$ cat config.mk
export PLATFORM = sky130hd
export DESIGN_NAME = seq_order_monitor
export DESIGN_NICKNAME = d
export VERILOG_FILES = /design/src/rtl/seq_order_monitor.sv
export SDC_FILE = /design/constraint.sdc
export NUM_CORES = 1
export LEC_CHECK = 0
export ABC_AREA = 1
export CORE_MARGIN = 2
export CORE_UTILIZATION = 33
export DETAILED_ROUTE_END_ITERATION = 7
export PLACE_DENSITY = 0.56
export SETUP_SLACK_MARGIN = 0.15
export SLEW_MARGIN = 20
export SYNTH_ARGS = -nofsm -noshare
export SYNTH_HDL_FRONTEND = slang
export SYNTH_SLANG_ARGS = --single-unit
$ cat constraint.sdc
create_clock -name sysclk -period 2.6 [get_ports sysclk]
set_clock_uncertainty 0.1 [all_clocks]
set_input_delay 0.78 -clock sysclk [delete_from_list [all_inputs] [get_ports sysclk]]
set_output_delay 0.78 -clock sysclk [all_outputs]
set_load 0.01 [all_outputs]
$ cat src/rtl/seq_order_monitor.sv
// seq_order_monitor: watches for the ordered event chain sel[0] ##[1:MAX_GAP] sel[1] ...
// sel[L-1] and reports 1-cycle match/fail pulses plus saturating match/fail counts.
// Only one attempt is tracked at a time; the step table and length are captured when an
// attempt starts, so reprogramming mid-attempt only affects the next one.
//
// state | meaning
// IDLE  | no attempt in progress; watching for the first step event
// ARMED | attempt in progress; waiting for step cur_step within the gap window
module seq_order_monitor #(
    parameter int  NUM_EV  = 6,
    parameter int  DEPTH   = 6,
    parameter int  MAX_GAP = 1,
    parameter int  STRICT  = 0,
    parameter int  CNT_W   = 16,
    localparam int IDX_W   = (NUM_EV > 1) ? $clog2(NUM_EV) : 1,
    localparam int LEN_W   = $clog2(DEPTH + 1),
    localparam int GAP_W   = $clog2(MAX_GAP + 1)
) (
    input  logic                   sysclk,
    input  logic                   rst_n,
    input  logic                   enable,
    input  logic                   clear,
    input  logic [NUM_EV-1:0]      ev,
    input  logic [LEN_W-1:0]       cfg_len,
    input  logic [DEPTH*IDX_W-1:0] cfg_step_ev,
    output logic                   match,
    output logic                   fail,
    output logic                   busy,
    output logic [LEN_W-1:0]       cur_step,
    output logic [CNT_W-1:0]       match_cnt,
    output logic [CNT_W-1:0]       fail_cnt
);

    typedef enum logic {IDLE, ARMED} state_t;

    state_t                 state_q, state_d;
    logic [LEN_W-1:0]       step_q, step_d;
    logic [GAP_W-1:0]       gap_q, gap_d;
    logic [LEN_W-1:0]       len_q, len_d;
    logic [DEPTH*IDX_W-1:0] sel_q, sel_d;
    logic                   match_q, match_d;
    logic                   fail_q, fail_d;
    logic [CNT_W-1:0]       match_cnt_q, match_cnt_d;
    logic [CNT_W-1:0]       fail_cnt_q, fail_cnt_d;

    // ev is padded to the full index range so an out-of-range selector simply never fires
    logic [(1<<IDX_W)-1:0]  ev_pad;
    logic [LEN_W-1:0]       len_clamp;
    logic [IDX_W-1:0]       cur_idx;
    logic [GAP_W-1:0]       gap_inc;
    logic                   strict_viol;

    // Decode selected events: current step's event and any other in-sequence event firing
    always_comb begin
        ev_pad             = '0;
        ev_pad[NUM_EV-1:0] = ev;
        len_clamp          = (cfg_len > LEN_W'(DEPTH)) ? LEN_W'(DEPTH) : cfg_len;
        gap_inc            = gap_q + GAP_W'(1);
        cur_idx            = '0;
        for (int k = 0; k < DEPTH; k++) begin
            if (step_q == LEN_W'(k)) begin
                cur_idx = sel_q[k*IDX_W +: IDX_W];
            end
        end
        strict_viol = 1'b0;
        for (int j = 0; j < DEPTH; j++) begin
            if ((LEN_W'(j) < len_q) && (sel_q[j*IDX_W +: IDX_W] != cur_idx)
                && ev_pad[sel_q[j*IDX_W +: IDX_W]]) begin
                strict_viol = 1'b1;
            end
        end
    end

    // Next-state logic: attempt start, step advance, strict abort, gap timeout, counters
    always_comb begin
        state_d = state_q;
        step_d  = step_q;
        gap_d   = gap_q;
        len_d   = len_q;
        sel_d   = sel_q;
        match_d = 1'b0;
        fail_d  = 1'b0;

        if (!enable) begin
            state_d = IDLE;
            step_d  = '0;
            gap_d   = '0;
        end else if (state_q == IDLE) begin
            if ((len_clamp != '0) && ev_pad[cfg_step_ev[IDX_W-1:0]]) begin
                len_d = len_clamp;
                sel_d = cfg_step_ev;
                if (len_clamp == LEN_W'(1)) begin
                    match_d = 1'b1;
                end else begin
                    state_d = ARMED;
                    step_d  = LEN_W'(1);
                    gap_d   = '0;
                end
            end
        end else begin
            // expected event wins over a strict violation or timeout in the same cycle
            if (ev_pad[cur_idx]) begin
                gap_d = '0;
                if (step_q == len_q - LEN_W'(1)) begin
                    match_d = 1'b1;
                    state_d = IDLE;
                    step_d  = '0;
                end else begin
                    step_d = step_q + LEN_W'(1);
                end
            end else if ((STRICT != 0) && strict_viol) begin
                fail_d  = 1'b1;
                state_d = IDLE;
                step_d  = '0;
                gap_d   = '0;
            end else if (gap_inc == GAP_W'(MAX_GAP)) begin
                fail_d  = 1'b1;
                state_d = IDLE;
                step_d  = '0;
                gap_d   = '0;
            end else begin
                gap_d = gap_inc;
            end
        end

        // counters move together with the registered pulse; clear beats increment
        match_cnt_d = match_cnt_q;
        fail_cnt_d  = fail_cnt_q;
        if (clear) begin
            match_cnt_d = '0;
            fail_cnt_d  = '0;
        end else begin
            if (match_d && (match_cnt_q != {CNT_W{1'b1}})) begin
                match_cnt_d = match_cnt_q + CNT_W'(1);
            end
            if (fail_d && (fail_cnt_q != {CNT_W{1'b1}})) begin
                fail_cnt_d = fail_cnt_q + CNT_W'(1);
            end
        end
    end

    // FSM and registered outputs
    always_ff @(posedge sysclk or negedge rst_n) begin
        if (!rst_n) begin
            state_q     <= IDLE;
            step_q      <= '0;
            gap_q       <= '0;
            len_q       <= '0;
            sel_q       <= '0;
            match_q     <= 1'b0;
            fail_q      <= 1'b0;
            match_cnt_q <= '0;
            fail_cnt_q  <= '0;
        end else begin
            state_q     <= state_d;
            step_q      <= step_d;
            gap_q       <= gap_d;
            len_q       <= len_d;
            sel_q       <= sel_d;
            match_q     <= match_d;
            fail_q      <= fail_d;
            match_cnt_q <= match_cnt_d;
            fail_cnt_q  <= fail_cnt_d;
        end
    end

    assign match     = match_q;
    assign fail      = fail_q;
    assign busy      = (state_q == ARMED);
    assign cur_step  = step_q;
    assign match_cnt = match_cnt_q;
    assign fail_cnt  = fail_cnt_q;

endmodule

==> summary.txt <==
Setup violations, final -> 0
Clock transition at path regs -> 0.06 ns
Area growth syn-to-layout -> 49.1%
Switch share -> 0.297
Pre-CTS WS -> -0.214 ns
Sequential share of power -> 0.332
Die ar. -> 12300 um^2
Slew headroom -> 0.661
Number of DRC violations after detailed-routing iteration 0 -> 190
I/O pins -> 69
Routed Antenna Nets -> 0
Worst path top cell family by delay -> simple AND/OR/NAND/NOR gates
Die width -> 111 um
Max VDD drop -> 0.305 mV
Placer Congestion -> 0.854
Pin count of the biggest net entering global routing -> 60
PortBufs -> 68
NetSw -> 0.000997 W
Status -> finished clean
CTS tree -> yes
Seq cells post-synth -> 59
Async SR Flop Fraction -> 1.00
Core Footprint -> 11300 um^2
Largest fanout on the critical path -> 5
Largest stage delay on the critical path -> 0.41 ns
CP max stage cell -> dfrtp_1
Placed cell count -> 694
Total CTS buffers -> 9
Vias -> 3513
Setup ws final -> 0.185 ns
Total power -> 0.00335 W
Leak -> 2.59 nW
Slew Viols, Final -> 0
Worst Setup Start Kind -> register
Finished Core Util -> 0.498
Post-Syn Nets -> 513
Total wire length -> 10100 um
Crit-path cells -> ha_1 > ha_2 > inv_2 > buf_4 > o21a_1 > nand2_2 > nand2_1 > o21ai_2 > nand3_2 > nand3_4 > nand3_4 > nand2_8 > buf_12 > nand4_1 > nand2_2
Gr usage total -> 0.166
Initial Util -> 0.334
Measured slew at the worst slew-check pin -> 0.507 ns
Final hold vios -> 0
Mapped Cells -> 474
Final #Nets -> 616
CP arrival -> 2.58 ns
Clock power share -> 0.393
Logic pwr share -> 0.274
# rows -> 39
Worst-Skew Late Latency -> 0.34 ns
Synth Cell Area -> 3770 um^2
Post-synth cell types -> 40
Top FF cell, synth -> dfrtp_1
Peak Freq -> 414 MHz
Max-cap viol count -> 0
Wire length per cell -> 14.0 um
Syn Area/Cell -> 7.95 um^2
H-Tree Depth -> 3
PD cells -> 597 nW/um^2
Grt ovf -> 0
Fin crit share -> 0.929
Tmin final -> 2.42 ns
Worst Path Required -> 2.76 ns
YS warnings -> 0
Post-synth EDFFs -> 0
Share of layout cells above drive strength 1 -> 0.278
CTS Hold Bufs -> 0
RSZ-0062 raised after global routing -> yes
Detailed placer's ending HPWL -> 6800 um
Total negative slack -> 0 ns
Hold crit path type -> in -> async
Total iterations of the first detailed-routing run -> 4
CP bufs+invs -> 3
CP Class -> reg -> reg
Via density -> 4.85
Setup crit end kind -> register
CTS max path bufs -> 2
Seq/Total Area, Yosys -> 0.392
CTS root buf -> clkbuf_16
Initial antenna violation count -> 0
Die height -> 111 um
Final std cells w/o fill -> 725
ANT cells -> 0
# DRC -> 0
Vias in the first global route -> 3472
First-pass GRT wire length -> 16700 um
Int Power -> 0.00235 W
CTS sink count -> 59
Yosys cell counts (2+ instances only):
cell | count | share of area
mux2_2 | 11 | 0.033
xnor2_1 | 3 | 0.0070
inv_1 | 59 | 0.059
inv_2 | 2 | 0.0020
a21oi_1 | 7 | 0.0093
nand4_1 | 23 | 0.038
nor2_1 | 39 | 0.039
o22ai_1 | 4 | 0.0066
nand3_1 | 38 | 0.050
nor4_1 | 2 | 0.0033
o21ai_0 | 18 | 0.024
ha_1 | 8 | 0.027
xor2_1 | 23 | 0.053
clkbuf_1 | 6 | 0.0060
nor3_1 | 9 | 0.012
buf_6 | 4 | 0.012
dfrtp_1 | 59 | 0.39
nand3_2 | 18 | 0.048
nand2_2 | 7 | 0.012
buf_2 | 3 | 0.0040
nand2_1 | 106 | 0.11
o21ai_2 | 5 | 0.012
o21ai_1 | 3 | 0.0040
placed cells by master (no fill, tap or decap), types with 17 or more instances in the layout:
cell / n
nand2_4: 17
nand3_1: 31
clkdlybuf4s50_1: 65
inv_1: 54
xor2_1: 23
nor2_1: 37
nand2_1: 75
nand4_1: 23
buf_4: 25
nand2_2: 21
nand3_2: 19
dfrtp_1: 58
layer usage:
layer  track usage  vias up  share of wire
li1              -     1762              -
met1         0.220     1688           0.47
met2         0.270       54           0.49
met3        0.0284        9          0.034
met4        0.0692        0          0.011
met5             0        -              0
flip-flops by register name, indices dropped and copies added (netlist names):
register	flops
sel_q	18
busy	1
fail_cnt	16
cur_step	3
match	1
match_cnt	16
fail	1
len_q	3
power by group through the flow:
stage	clock network, W	registers, W	logic [W]
2_1_floorplan	0	0.00111	0.000435
3_3_place_gp	0	0.00113	0.000657
3_5_place_dp	0	0.00113	0.000673
4_1_cts	0.00135	0.00111	0.000735
5_1_grt	0.00138	0.00113	0.00101
6_report	0.00132	0.00111	0.000919
cell type report:
type / instances / area [um^2]
Clock buffer: 11 / 253
Clock inverter: 5 / 75.1
Fill cell: 1094 / 5660
Inverter: 62 / 240
Multi-Input combinational cell: 339 / 2300
Sequential cell: 59 / 1480
Tap cell: 143 / 179
Timing Repair Buffer: 106 / 1100
worst paths after layout:
check | startpoint | end | slack [ns] | cells past startpoint
hold / removal | rst_n | sel_q[13] | 0.35 | 2
setup / recovery | cur_step[1] | match_cnt[15] | 0.18 | 15
max in group asynchronous | rst_n | cur_step[0] | 1.75 | 2
hold reg to reg | sel_q[11] | sel_q[11] | 0.41 | 1
min in group sysclk | sel_q[11] | sel_q[11] | 0.41 | 1
setup reg to reg | cur_step[1] | match_cnt[15] | 0.18 | 15
kinds of logic (layout without fill, tap and decap cells):
kind of cell | count (synthesis) | in the layout | share of synthesized area
adders and majority gates | 8 | 8 | 0.0266
DFF | 59 | 59 | 0.392
and+or+nand+nor | 250 | 252 | 0.329
buffers and inverters | 78 | 184 | 0.0934
AOI/OAI and AO/OA | 42 | 42 | 0.0661
xor gates and xnor gates | 26 | 26 | 0.0605
muxes | 11 | 11 | 0.0329
stage by stage:
stage                     instance area (um^2)  hold WS, ns
after floorplan                           3770        0.381
after global placement                    4750        0.400
after detailed placement                  4750        0.410
after CTS                                 5180        0.370
after global routing                      5620        0.394
final                                     5620        0.349
what timing repair did:
item,in CTS,in global routing
gates cloned,2,4
resized for setup,11,82
endpoints found under the setup margin,39,55
pin swaps,2,25
setup buffers,4,5
No activity file was read; power rests on OpenSTA's default activity.
==> RTL change 1, RTL diff (same settings) <==
The parameter `DEPTH` goes from 6 to 5.
--- a/src/rtl/seq_order_monitor.sv
+++ b/src/rtl/seq_order_monitor.sv
@@ -8,7 +8,7 @@
 // ARMED | attempt in progress; waiting for step cur_step within the gap window
 module seq_order_monitor #(
     parameter int  NUM_EV  = 6,
-    parameter int  DEPTH   = 6,
+    parameter int  DEPTH   = 5,
     parameter int  MAX_GAP = 1,
     parameter int  STRICT  = 0,
     parameter int  CNT_W   = 16,
Interface: changed (resized cfg_step_ev); port bits go from 69 to 66. No check against the original RTL was run, so the function may have changed too.
==> RTL change 1 against the original RTL <==
- sequential share of layout area grew 2.6 points
- critical path depth grew 2
- wire length shrank 8.9%
- sequential cell count shrank 3
- design area shrank 14%
- sequential power shrank 5%
- core utilization shrank 2.8 points
- critical path type unchanged
- worst setup slack lost 0.026 ns
- clock power shrank 65%
- synthesized area shrank 7.2%
- global-route usage shrank 0.58 points
- power shrank 30%
==> RTL change 1: results (changes against the original RTL) <==
| Metric | Value |
|---|---|
| Nets@finish | 622 (+0.97%) |
| GP Congestion | 0.885 (+3.6%) |
| Peak VDD IR | 0.250 mV (-18%) |
| Outcome | completed |
| Global-route wire length before repair | 15.1 mm (-9.5%) |
| Wl on met1 | 4.49 mm (-5.3%) |
| CP arrival | 2.55 ns (-0.03 ns) |
| Starting DRT DRC Count | 178 (-6.3%) |
| Vias per cell | 4.74 (-2.1%) |
| Final HPWL DP | 6.62 mm (-2.7%) |
| Clock power frac | 19.7% (-20 points) |
| Relative slew slack | 68.6% (+2.5 points) |
| DR WL met3 | 359 um (+5.3%) |
| CP peak stage delay | 0.45 ns (+0.04 ns) |
| Synth area leaders | dfrtp_1 (40%), nand2_1 (17%), nand3_1 (8.0%) |
| Slowest CP cell | dfrtp_2 |
| Syn Nets | 526 (+2.5%) |
| CTS Root Buffer Type | clkbuf_8 |
| Clk slew on worst S/H paths | 0.10 ns (+0.04 ns) |
| Final cell count without fillers | 722 (-0.41%) |
| Commonest cells post-synth | nand2_1 (159), nor2_1 (57), dfrtp_1 (56), nand3_1 (56), inv_1 (50) |
| Gr usage total | 16.1% (-0.58 points) |
| Synth cell types | 35 (-13%) |
| P_leak | 2.24 nW (-13%) |
| Sequential fraction of the synthesis area | 40.1% (+0.91 points) |
| Setup bufs post-CTS | 0 (-4) |
| Largest net degree at the start of global routing | 57 (-5.0%) |
| CTS Buf Count | 5 (-4) |
| Clk Latency, worst-skew pair | 0.30 ns (-0.04 ns) |
| Internal | 1.56 mW (-34%) |
| Placed Area | 4480 um2 (-5.6%) |
| Routed WL | 9.23 mm (-8.9%) |
| Net Sw Power | 790 uW (-21%) |
-- RTL change 1: cell types whose count changed after synthesis, moves of 11 or more --
| cell | change |
|---|---|
| nand2_1 | +53 |
| nand3_1 | +18 |
| nand4_1 | -18 |
| nor2_1 | +18 |
| nand3_2 | -16 |
| mux2_2 | -11 |
-- RTL change 1: final cells by class --
class                   count  area [um2]
clock buffers               6        72.6
inverters                  53         199
clock inverters             1        5.00
flip-flops and latches     56        1410
repair buffers            102        1000
multi-input cells         368        2000
fillers                  1022        5470
well taps                 136         170
-- RTL change 1: layer usage --
layer	vias up	GRT usage [%]
li1	1743	-
met1	1594	23.0
met2	78	25.8
met3	10	2.61
met4	0	3.15
met5	-	0
-- RTL change 1: final timing paths --
path,start,to,slack [ns],depth (start not counted)
min in group sysclk,sel_q[14]$_DFFE_PN0P_,sel_q[14]$_DFFE_PN0P_,0.39,2
worst max-delay path,cur_step[0]$_DFFE_PN0P_,fail_cnt[10]$_DFFE_PN0P_,0.16,17
worst max register to register,cur_step[0]$_DFFE_PN0P_,fail_cnt[10]$_DFFE_PN0P_,0.16,17
max in group asynchronous,rst_n,match_cnt[0]$_DFFE_PN0P_,1.77,2
worst min-delay path,rst_n,sel_q[6]$_DFFE_PN0P_,0.34,2
worst min register to register,sel_q[14]$_DFFE_PN0P_,sel_q[14]$_DFFE_PN0P_,0.39,2
-- RTL change 1: kinds of logic after synthesis --
logic type	share of synthesized area (%)
flip-flops	40.1
AO/OA/AOI/OAI	5.84
AND/OR/NAND/NOR	38.5
adder cells (fa/ha/maj)	2.87
XOR/XNOR	5.01
buffers and inverters	7.66
==> RTL change 2, RTL diff (same settings) <==
Made on the original files. Remove the register `fail_q`: a continuous assignment takes its place, so the output `fail` follows one clock earlier.
--- a/src/rtl/seq_order_monitor.sv
+++ b/src/rtl/seq_order_monitor.sv
@@ -148,7 +148,6 @@
             len_q       <= '0;
             sel_q       <= '0;
             match_q     <= 1'b0;
-            fail_q      <= 1'b0;
             match_cnt_q <= '0;
             fail_cnt_q  <= '0;
         end else begin
@@ -158,11 +157,12 @@
             len_q       <= len_d;
             sel_q       <= sel_d;
             match_q     <= match_d;
-            fail_q      <= fail_d;
             match_cnt_q <= match_cnt_d;
             fail_cnt_q  <= fail_cnt_d;
         end
     end
+
+    assign fail_q = fail_d;
 
     assign match     = match_q;
     assign fail      = fail_q;
Formal check against the unedited RTL: not equivalent (a bounded check fails within 4 cycles, from zero or initial values and one cycle with rst_n low).
==> RTL change 2 against the original RTL <==
- the flow now finishes with violations (negative setup slack)
- sequential share of layout area rose by 0.61 points
- wire length rose by 1.1%
- global-route usage rose by 1.1 points
- worst hold slack got worse by 0.0087 ns
- clock power fell by 36%
- sequential cell count fell by 1
- count of clock-buffer cells in the layout rose by 2
- worst setup slack got worse by 0.62 ns
- synthesized area fell by 2.8%
- core utilization barely moved
- largest cell class unchanged
- design area fell by 3.9%
- power fell by 15%
==> RTL change 2: results (changes against the original RTL) <==
| Metric | Value |
|---|---|
| Syn Nets | 511 (-0.39%) |
| Starting DRT DRC Count | 154 (-19%) |
| Maximum root-to-sink buffer count | 2 (unchanged) |
| Top_reg_cell synth | dfrtp_1 |
| GP Congestion | 0.828 (-3.1%) |
| CTS H-tree lvls | 3 (unchanged) |
| CTS Buf Count | 9 (unchanged) |
| CP arrival | 2.16 ns (-0.42 ns) |
| Gr usage total | 17.7% (+1.1 points) |
| Commonest cells post-synth | nand2_1 (100), inv_1 (67), dfrtp_1 (58) |
| Final HPWL DP | 6.86 mm (+0.85%) |
| Min Hold Slack | 0.340 ns (-0.00867 ns) |
| IO Port Bufs | 68 (unchanged) |
| Clk Latency, worst-skew pair | 0.34 ns (about the same) |
| Routed WL | 10.2 mm (+1.1%) |
| Ys Warns | 0 (unchanged) |
| Vias per cell | 4.83 (-0.27%) |
| Global-route wire length before repair | 16.4 mm (-1.7%) |
| Fill cells | 1058 (-3.3%) |
| Largest net degree at the start of global routing | 59 (-1.7%) |
| Antenna cells | 0 (unchanged) |
| Number of global-route vias before repair | 3370 (-2.9%) |
| Setup WS post-layout | -0.435 ns (-0.620 ns) |
| Final core occ | 49.8% (about the same) |
| Peak VDD IR | 0.260 mV (-15%) |
| First-pass DRT Iterations | 4 (unchanged) |
| Outcome | finished with violations |
| Share of cells above drive strength 1 | 24.3% (-3.6 points) |
| CP max FO | 5 (unchanged) |
| Nets@finish | 623 (+1.1%) |
| Sequential fraction of the synthesis area | 39.7% (+0.46 points) |
| Met2 Usage GRT | 30.9% (+3.9 points) |
| Worst Tran Pin Value | 0.518 ns (+0.0108 ns) |
| Hold Path Class | in2async |
| Most flops, register | sel_q |
| Syn avg cell area | 7.75 um2 (-2.4%) |
| Met1 usage | 22.1% (+0.11 points) |
| Placed Area | 4790 um2 (+0.90%) |
| Asr flop ratio synth | 100% (unchanged) |
| Synth cell types | 39 (-2.5%) |
| GRT met3 Usage | 3.38% (+0.54 points) |
| Place WS | -0.498 ns (-0.284 ns) |
| Failing checks | negative setup slack |
| P_leak | 2.49 nW (-3.9%) |
| CTS Root Buffer Type | clkbuf_8 |
| Vias | 3523 (+0.28%) |
| Initial antenna violation count | 0 (unchanged) |
| Slack of the worst reg-to-reg path | -0.03 ns (-0.21 ns) |
| Clk slew on worst S/H paths | 0.08 ns (+0.02 ns) |
| Final Setup Violations | 9 (+9) |
| Total negative slack | -0.595 ns (-0.595 ns) |
| Synth area leaders | dfrtp_1 (40%), nand2_1 (10%), inv_1 (6.9%) |
## RTL change 2: cell types whose count changed in the layout (fill, tap and decap cells not counted), sizes merged, moves of 4 or more
| cell | delta |
|---|---|
| clkdlybuf4s50 | -6 |
| inv | +9 |
| dlygate4sd2 | +5 |
| nor2 | -6 |
| buf | +7 |
| nand2 | -5 |
| nor3 | +4 |
## RTL change 2: repair_timing
item	in CTS	in global routing
setup endpoints to repair	50	46
pin swaps	15	21
cloned	3	3
buffers inserted	11	2
resized for setup	34	28
## RTL change 2: final timing paths
check | start | end | cells past startpoint
max in group asynchronous | rst_n | cur_step[1]$_DFFE_PN0P_ | 2
hold reg to reg | sel_q[11]$_DFFE_PN0P_ | sel_q[11]$_DFFE_PN0P_ | 1
setup / recovery | cur_step[1]$_DFFE_PN0P_ | fail | 13
hold / removal | rst_n | sel_q[0]$_DFFE_PN0P_ | 2
setup reg to reg | cur_step[0]$_DFFE_PN0P_ | fail_cnt[11]$_DFFE_PN0P_ | 20
min in group sysclk | sel_q[11]$_DFFE_PN0P_ | sel_q[11]$_DFFE_PN0P_ | 1
## RTL change 2: routing by layer
layer	part of all wire (%)	vias to the layer above
li1	-	1776
met5	0	-
met3	4.5	9
met4	0.95	0
met1	46	1652
met2	49	86
## RTL change 2: report_power, final
| part | leakage [nW] | switching, mW | internal, mW |
|---|---|---|---|
| clock | 0.0974 | 0.377 | 0.468 |
| combinational | 1.63 | 0.471 | 0.421 |
| sequential | 0.762 | 0.0786 | 1.02 |
| total | 2.49 | 0.926 | 1.91 |
## RTL change 2: logic make-up (layout without fill, tap and decap cells)
kind of cell / Yosys count / in the layout / share of synthesized area [%]
buffers and inverters: 86 / 199 / 9.98
adder cells (fa/ha/maj): 8 / 8 / 2.74
multiplexers: 11 / 11 / 3.38
AND/OR/NAND/NOR: 239 / 243 / 31.6
XOR/XNOR: 25 / 25 / 5.98
flip-flops: 58 / 58 / 39.7
AO/OA/AOI/OAI: 45 / 45 / 6.67
## RTL change 2: layout make-up
| cell class | count | share of cell area [%] |
|---|---|---|
| clock buffers | 13 | 2.76 |
| repair buffers | 111 | 21.0 |
| inverters | 72 | 5.19 |
| flip-flops and latches | 58 | 26.9 |
| well taps | 140 | 3.24 |
| clock inverters | 3 | 0.741 |
| multi-input cells | 332 | 40.2 |
## RTL change 2: worst max-delay path, stage by stage (launching register included)
cell,delay (ns)
dfrtp_2,0.47
inv_4,0.10
ha_4,0.16
inv_2,0.05
nor2_2,0.11
nand2_1,0.06
nand3_1,0.08
o21ai_1,0.07
a21oi_1,0.18
nand2_1,0.09
nand2_2,0.10
nand3_4,0.08
a21oi_4,0.15
buf_6,0.11
